--- src/rtl/lcd_bus_cycle.sv ---
// lcd_bus_cycle: HD44780-style LCD bus cycle generator with programmable setup/pulse/hold/gap
// timing and optional 4-bit (two-nibble) transfers.
module lcd_bus_cycle #(
  parameter int TAS_CYC = 2,
  parameter int TPW_CYC = 12,
  parameter int TH_CYC = 2,
  parameter int TGAP_CYC = 25,
  parameter int NIBBLE_MODE = 0
) (
  input  logic       clk,
  input  logic       rst,
  input  logic       start,
  input  logic       rs_in,
  input  logic       rw_in,
  input  logic [7:0] din,
  output logic       busy,
  output logic       done,
  output logic [7:0] dout,
  output logic       lcd_e,
  output logic       lcd_rs,
  output logic       lcd_rw,
  output logic [7:0] lcd_db_out,
  output logic       lcd_db_oe,
  input  logic [7:0] lcd_db_in
);
  localparam int M1 = TAS_CYC > TPW_CYC ? TAS_CYC : TPW_CYC;
  localparam int M2 = TH_CYC > TGAP_CYC ? TH_CYC : TGAP_CYC;
  localparam int MAXP = M1 > M2 ? M1 : M2;
  localparam int CW = $clog2(MAXP + 1);
  typedef enum logic [2:0] {IDLE, SETUP, EHIGH, HOLD, GAP} state_t;
  state_t state;
  logic [CW-1:0] cnt;
  logic nib, rw_r;
  logic [7:0] din_r, rd_buf;
  logic cnt0, fin, more;
  assign cnt0 = cnt == '0;
  // fin marks the last clock of a transfer; GAP is bypassed entirely when TGAP_CYC is 0
  assign fin = cnt0 && (state == GAP || (state == HOLD && TGAP_CYC == 0));
  assign more = NIBBLE_MODE != 0 && !nib;
  always_ff @(posedge clk or posedge rst) begin
    if (rst) begin
      state <= IDLE;
      cnt <= '0;
      nib <= 1'b0;
      rw_r <= 1'b0;
      din_r <= 8'h00;
      rd_buf <= 8'h00;
      busy <= 1'b0;
      done <= 1'b0;
      dout <= 8'h00;
      lcd_e <= 1'b0;
      lcd_rs <= 1'b0;
      lcd_rw <= 1'b0;
      lcd_db_out <= 8'h00;
      lcd_db_oe <= 1'b0;
    end else begin
      done <= 1'b0;
      if (!cnt0) cnt <= cnt - 1'b1;
      case (state)
        IDLE: if (start) begin
          state <= SETUP;
          cnt <= CW'(TAS_CYC - 1);
          busy <= 1'b1;
          nib <= 1'b0;
          rw_r <= rw_in;
          din_r <= din;
          lcd_rs <= rs_in;
          lcd_rw <= rw_in;
          lcd_db_oe <= ~rw_in;
          lcd_db_out <= rw_in ? 8'h00 : NIBBLE_MODE != 0 ? {din[7:4], 4'h0} : din;
        end
        SETUP: if (cnt0) begin
          state <= EHIGH;
          cnt <= CW'(TPW_CYC - 1);
          lcd_e <= 1'b1;
        end
        EHIGH: if (cnt0) begin
          state <= HOLD;
          cnt <= CW'(TH_CYC - 1);
          lcd_e <= 1'b0;
          if (NIBBLE_MODE == 0) rd_buf <= lcd_db_in;
          else if (nib) rd_buf[3:0] <= lcd_db_in[7:4];
          else rd_buf[7:4] <= lcd_db_in[7:4];
        end
        HOLD: if (cnt0 && TGAP_CYC != 0) begin
          state <= GAP;
          cnt <= CW'(TGAP_CYC - 1);
          lcd_db_oe <= 1'b0;
        end
        GAP: ;
        default: state <= IDLE;
      endcase
      // end of a transfer overrides the per-state update: next nibble or completion
      if (fin) begin
        if (more) begin
          state <= SETUP;
          cnt <= CW'(TAS_CYC - 1);
          nib <= 1'b1;
          lcd_db_oe <= ~rw_r;
          lcd_db_out <= rw_r ? 8'h00 : {din_r[3:0], 4'h0};
        end else begin
          state <= IDLE;
          busy <= 1'b0;
          done <= 1'b1;
          lcd_rs <= 1'b0;
          lcd_rw <= 1'b0;
          lcd_db_oe <= 1'b0;
          lcd_db_out <= 8'h00;
          if (rw_r) dout <= rd_buf;
        end
      end
    end
  end
endmodule
--- config.mk ---
export PLATFORM = sky130hd
export DESIGN_NAME = lcd_bus_cycle
export DESIGN_NICKNAME = d
export VERILOG_FILES = /design/src/rtl/lcd_bus_cycle.sv
export SDC_FILE = /design/constraint.sdc
export NUM_CORES = 1
export LEC_CHECK = 0
export CAP_MARGIN = 5
export CORE_ASPECT_RATIO = 1.5
export CORE_MARGIN = 2
export CORE_UTILIZATION = 52
export CTS_CLUSTER_DIAMETER = 80
export CTS_CLUSTER_SIZE = 8
export DETAILED_ROUTE_END_ITERATION = 12
export GPL_TIMING_DRIVEN = 0
export PLACE_DENSITY = 0.95
export SLEW_MARGIN = 15
export SYNTH_ARGS = -nofsm -noshare
export SYNTH_HDL_FRONTEND = slang
export SYNTH_SLANG_ARGS = --single-unit
export TNS_END_PERCENT = 5
--- constraint.sdc ---
create_clock -name clk -period 4.2 [get_ports clk]
set_input_delay 0.84 -clock clk [delete_from_list [all_inputs] [get_ports clk]]
set_output_delay 0.84 -clock clk [all_outputs]
set_load 0.03 [all_outputs]
# Word level (Yosys, flattened, before mapping)
# Index checks and enable logic that the tools add are counted.
# op_classes
n_addsub	1
n_eq_ne	11
mux	32
n_bitwise	1
n_reduce_logical	14
# ops
operator	n
$mux 8	4
$mux 5	5
$pmux 5 s4	1
$mux 3	5
$pmux 3 s5	1
$mux 1	14
$ne 3x3->1 const B	4
$reduce_and 2->1	4
$eq 3x2->1 const B	2
$ne 2x2->1 const B	3
$reduce_and 3->1	2
$reduce_bool 2->1	3
$logic_not 5->1	1
$reduce_and 5->1	1
$sub 5x1->5 const B	1
$pmux 1 s2	2
$eq 3x1->1 const B	1
$eq 3x3->1 const B	1
$logic_not 3->1	1
$reduce_bool 3->1	1
$logic_and 1x1->1	1
$not 1->1	1
# word_totals
regBits	39
inputBits	21
out_inout_bits	22
elab_cells	71

# Longest topological paths before layout
# depth
depth_word	4
depth_mapped	7
mapped_depth_nobuf	5

# Worst setup path after synthesis
# Ideal clock, no wire load.
# synth_path
path_type	flip-flop to flip-flop
from	register cnt[0]
to	register dout[0]
setup_ns	0.125
arrival_ns	1.902
required_time_ns	4.075
setup_slack_ns	2.173
stages_incl_launch_ff	7
path_buffers	1
period_less_slack_ns	2.027
path_cell_list	dfrtp_1 inv_1 ha_1 or4b_1 or3_1 buf_6 mux2_4
# synth_between
elab_chain_cells	3
# synth_rtl
item	line_no	source
start: declaration	32	logic [CW-1:0] cnt;
start signal: assignment	58	if (!cnt0) cnt <= cnt - 1'b1;
start signal: assignment	62	cnt <= CW'(TAS_CYC - 1);
start signal: assignment	74	cnt <= CW'(TPW_CYC - 1);
$logic_not 5->1	36	assign cnt0 = cnt == '0;
$logic_and 1x1->1	38	assign fin = cnt0 && (state == GAP || (state == HOLD && TGAP_CYC == 0));
$reduce_and 2->1 (no line)	n/a	
end signal: assignment	109	if (rw_r) dout <= rd_buf;
end: declaration	18	output logic [7:0] dout,
# No other way between the ends.
# A chain may end at the register's enable or synchronous reset.

# Worst setup path in the final report
# layout_path
from	input port start
to	register lcd_rs
# layout_between
elab_chain_cells	2
# layout_rtl
item	line_no	source
start: declaration	12	input logic start,
$reduce_bool 2->1 (no line)	n/a	
$reduce_and 2->1 (no line)	n/a	
end signal: assignment	67	lcd_rs <= rs_in;
end: declaration	20	output logic lcd_rs,
# No other way between the ends.

==> flow_metrics.env <==
export IMPL_synthesis_instances=150
export IMPL_starting_density_of_the_core=0.547
export IMPL_cts_hold_fix_buffers=0
export IMPL_synthToLayoutAreaGrowth_pct=34.0
export IMPL_hold_path_class="register to register"
export IMPL_synth_distinct_cells=31
export IMPL_reg2regPathDepth=5
export IMPL_async_flop_share=1.00
export IMPL_gpl_final_weighted_congestion=0.828
export IMPL_grt_start_max_net_pins=40
export IMPL_finish_instance_area_um2=2320
export IMPL_worst_slew_slack_as_a_fraction_of_its_limit=0.391
export IMPL_crit_reg2reg_launch="cnt[0]"
export IMPL_ff_latch_area_um2=976
export IMPL_cts_root_buffer_cell="clkbuf_8"
export IMPL_design_core_area_um2=3160
export IMPL_die_width_um=51.1
export IMPL_total_leakage_power_nw=1.00
export IMPL_synthFlopType="dfrtp_1"
export IMPL_rrSetupSlack_ns=1.82
export IMPL_place_port_buffers=42
export IMPL_grt_setup_unrepaired="no"
export IMPL_timing_max_transition_violations_final=0
export IMPL_path_cells="clkdlybuf4s50_1 -> nor4b_1 -> clkbuf_1 -> nand2_1 -> o21ai_0"
export IMPL_power_density_nw_per_um2=626
export IMPL_final_hold_worst_slack_ns=0.506
export IMPL_final_layout_size_suffix_gt1_frac=0.155
export IMPL_design_portCount=43
export IMPL_finish_utilization=0.733
export IMPL_fmaxAchievable_mhz=395
export IMPL_synthesis_nets=172
export IMPL_hold_start="rd_buf[0]"
export IMPL_ys_seq_area_frac=0.564
export IMPL_routed_via_count=1339
export IMPL_placed_cells_incl_taps=232
export IMPL_non_filler_instance_count_after_layout=240
export IMPL_max_clock_path_buffers=2
export IMPL_postRouteAntennaNets=0
export IMPL_fin_crit_sh=0.603
export IMPL_antenna_found_initial=0
export IMPL_fin_skew_ns=0.00502
export IMPL_hold_critical_path_depth=1
export IMPL_run_status="finished, final reports clean"
export IMPL_min_to="dout[0]"
export IMPL_timing_worst_setup_path_type="input pin to register"
export IMPL_die_height_um=74.6
export IMPL_post_synth_top_count_cell="dfrtp_1"
export IMPL_synth_edf_count=0
export IMPL_worstSetupEndpointType="register"
export IMPL_vias_in_the_first_global_route=1423
export IMPL_hold_viol=0
export IMPL_multi_input_comb_area_um2=692
export IMPL_wire_length_of_the_first_global_routing_pass_um=6620
export IMPL_wirelength_um=4030
export IMPL_drt_pass1_iterations=5
export IMPL_post_dp_cell_area_um2=2200
export IMPL_drc_errors=0
export IMPL_avgViaCountPerCell=5.58
export IMPL_num_nets_final=221
export IMPL_clock_sinks=39
export IMPL_cts_buffers_inserted=5
export IMPL_arrival_ns=2.74
export IMPL_critPathLaunchType="input pin"
export IMPL_synth_area_top_cells="dfrtp_1 56%, mux2_4 6.9%, o21ai_0 5.2%"
export IMPL_flip_flop_and_latch_count_after_synthesis=39
export IMPL_yosys_warnings=0
export IMPL_tightestPinTransition_ns=0.901
export IMPL_mapped_avg_cell_area_um2=11.5
export IMPL_critPathMaxStageDelay_ns=0.74
export IMPL_cts_htree_levels=2
export IMPL_setup_viol_count_final=0
export IMPL_cells_resized_by_post_cts_repair=0
export IMPL_floorplan_die_area_um2=3810
export IMPL_dp_hpwl_um=2900
export IMPL_timing_critical_path_required_ns=4.40
export IMPL_wl_per_cell_um=16.8
export IMPL_synth_largest_area_cell="dfrtp_1"
export IMPL_tritoncts_clock_tree="done"
export IMPL_overflow=0
export IMPL_r2r_end="rd_buf[5]"
export IMPL_cts_setup_buffers=0
export IMPL_layout_min_cycle_time_ns=2.53
export IMPL_max_cap_violations=0
export IMPL_total_neg_setup_slack_ns=0
export IMPL_drt_iter0_drc=30
export IMPL_fill_cells=192
export IMPL_maximum_fanout_encountered_on_the_critical_timing_path=10
export IMPL_share_of_the_synthesized_area_in_the_top_cell_type=0.564
export IMPL_insertion_delay_ns=0.29
export IMPL_antenna_diode_count=0
export IMPL_peakVddDrop_mv=0.400
export IMPL_library_cell_contributing_the_largest_single_delay_on_the_critical_path="nor4b_1"
export IMPL_netlist_top_cells_count="39 x dfrtp_1, 18 x o21ai_0, 14 x nand2_1, 9 x nand3b_1"
export IMPL_clk_pin_slew_ns=0.07
export IMPL_syn_area_um2=1730
export IMPL_groute_usage_overall=0.236
export IMPL_placementRows=25
==> per-layer routing <==
layer | global-route usage | part of all wire | routed length (um) | vias to the layer above
li1 | - | - | - | 617
met1 | 0.268 | 0.37 | 1500 | 663
met2 | 0.416 | 0.56 | 2250 | 47
met3 | 0.0615 | 0.038 | 154 | 12
met4 | 0.108 | 0.033 | 132 | 0
met5 | 0 | 0 | 0 | -
==> registers in the layout, summed over array words and instances, names as in the netlist <==
signal      count
done            1
lcd_rs          1
busy            1
rd_buf          8
lcd_e           1
lcd_db_out      8
lcd_db_oe       1
rw_r            1
cnt             5
state           3
lcd_rw          1
dout            8
==> per-stage QoR <==
stage | total power [mW] | setup slack (ns)
2_1_floorplan | 0.922 | 2.17
3_3_place_gp | 1.09 | 1.54
5_1_grt | 1.53 | 1.43
6_report | 1.45 | 1.67
3_5_place_dp | 1.13 | 1.40
4_1_cts | 1.46 | 1.67
==> worst max-delay path: cells and delay by family <==
kind	cells	cell delay, ns
and+or+nand+nor	2	0.87
AOI/OAI and AO/OA	1	0.11
buffers and inverters	2	0.91
==> cell families after synthesis <==
group / share of synthesized area
AO/OA/AOI/OAI: 0.0962
AND/OR/NAND/NOR: 0.165
flip-flops: 0.564
buffers and inverters: 0.0355
XOR/XNOR: 0.0101
adder cells (fa/ha/maj): 0.00723
multiplexers: 0.122
==> power by group <==
| group | leakage (nW) | switching [mW] | internal (mW) |
|---|---|---|---|
| registers | 0.489 | 0.0913 | 0.505 |
| logic | 0.450 | 0.301 | 0.239 |
| clock network | 0.0612 | 0.123 | 0.192 |
| total | 1.00 | 0.515 | 0.936 |
==> layout make-up <==
class	instances	share of cell area
clock inverter	2	0.0151
clock buffer	6	0.0356
timing repair buffer	42	0.181
tap	40	0.0216
multi-input combinational	97	0.299
inverter	6	0.00972
sequential	39	0.421
buffer	8	0.0167
==> cell usage in the layout (no fill, tap or decap), types with 2 or more instances in the layout <==
master,instances
clkdlybuf4s50_1,42
a211oi_1,3
clkbuf_8,6
nand2b_1,2
mux2_2,8
nand2_1,14
nor3_1,2
or3_1,2
xnor2_1,2
dfrtp_1,39
a21oi_1,6
clkbuf_1,6
o21ai_0,18
nand3_1,2
inv_1,5
mux2_4,8
nor2b_1,4
nor2_1,5
nand3b_1,9
==> worst max-delay path by stage <==
stage | from | endpoint | slack (ns)
finish | start | lcd_rs | 1.67
global route | start | lcd_rs | 1.43
CTS | start | lcd_rs | 1.67
detailed placement | start | lcd_rs | 1.40
global placement | start | lcd_db_out[1] | 1.54
floorplan | cnt[0] | dout[0] | 2.17
Note: power is estimated with default switching activity, not from simulation.
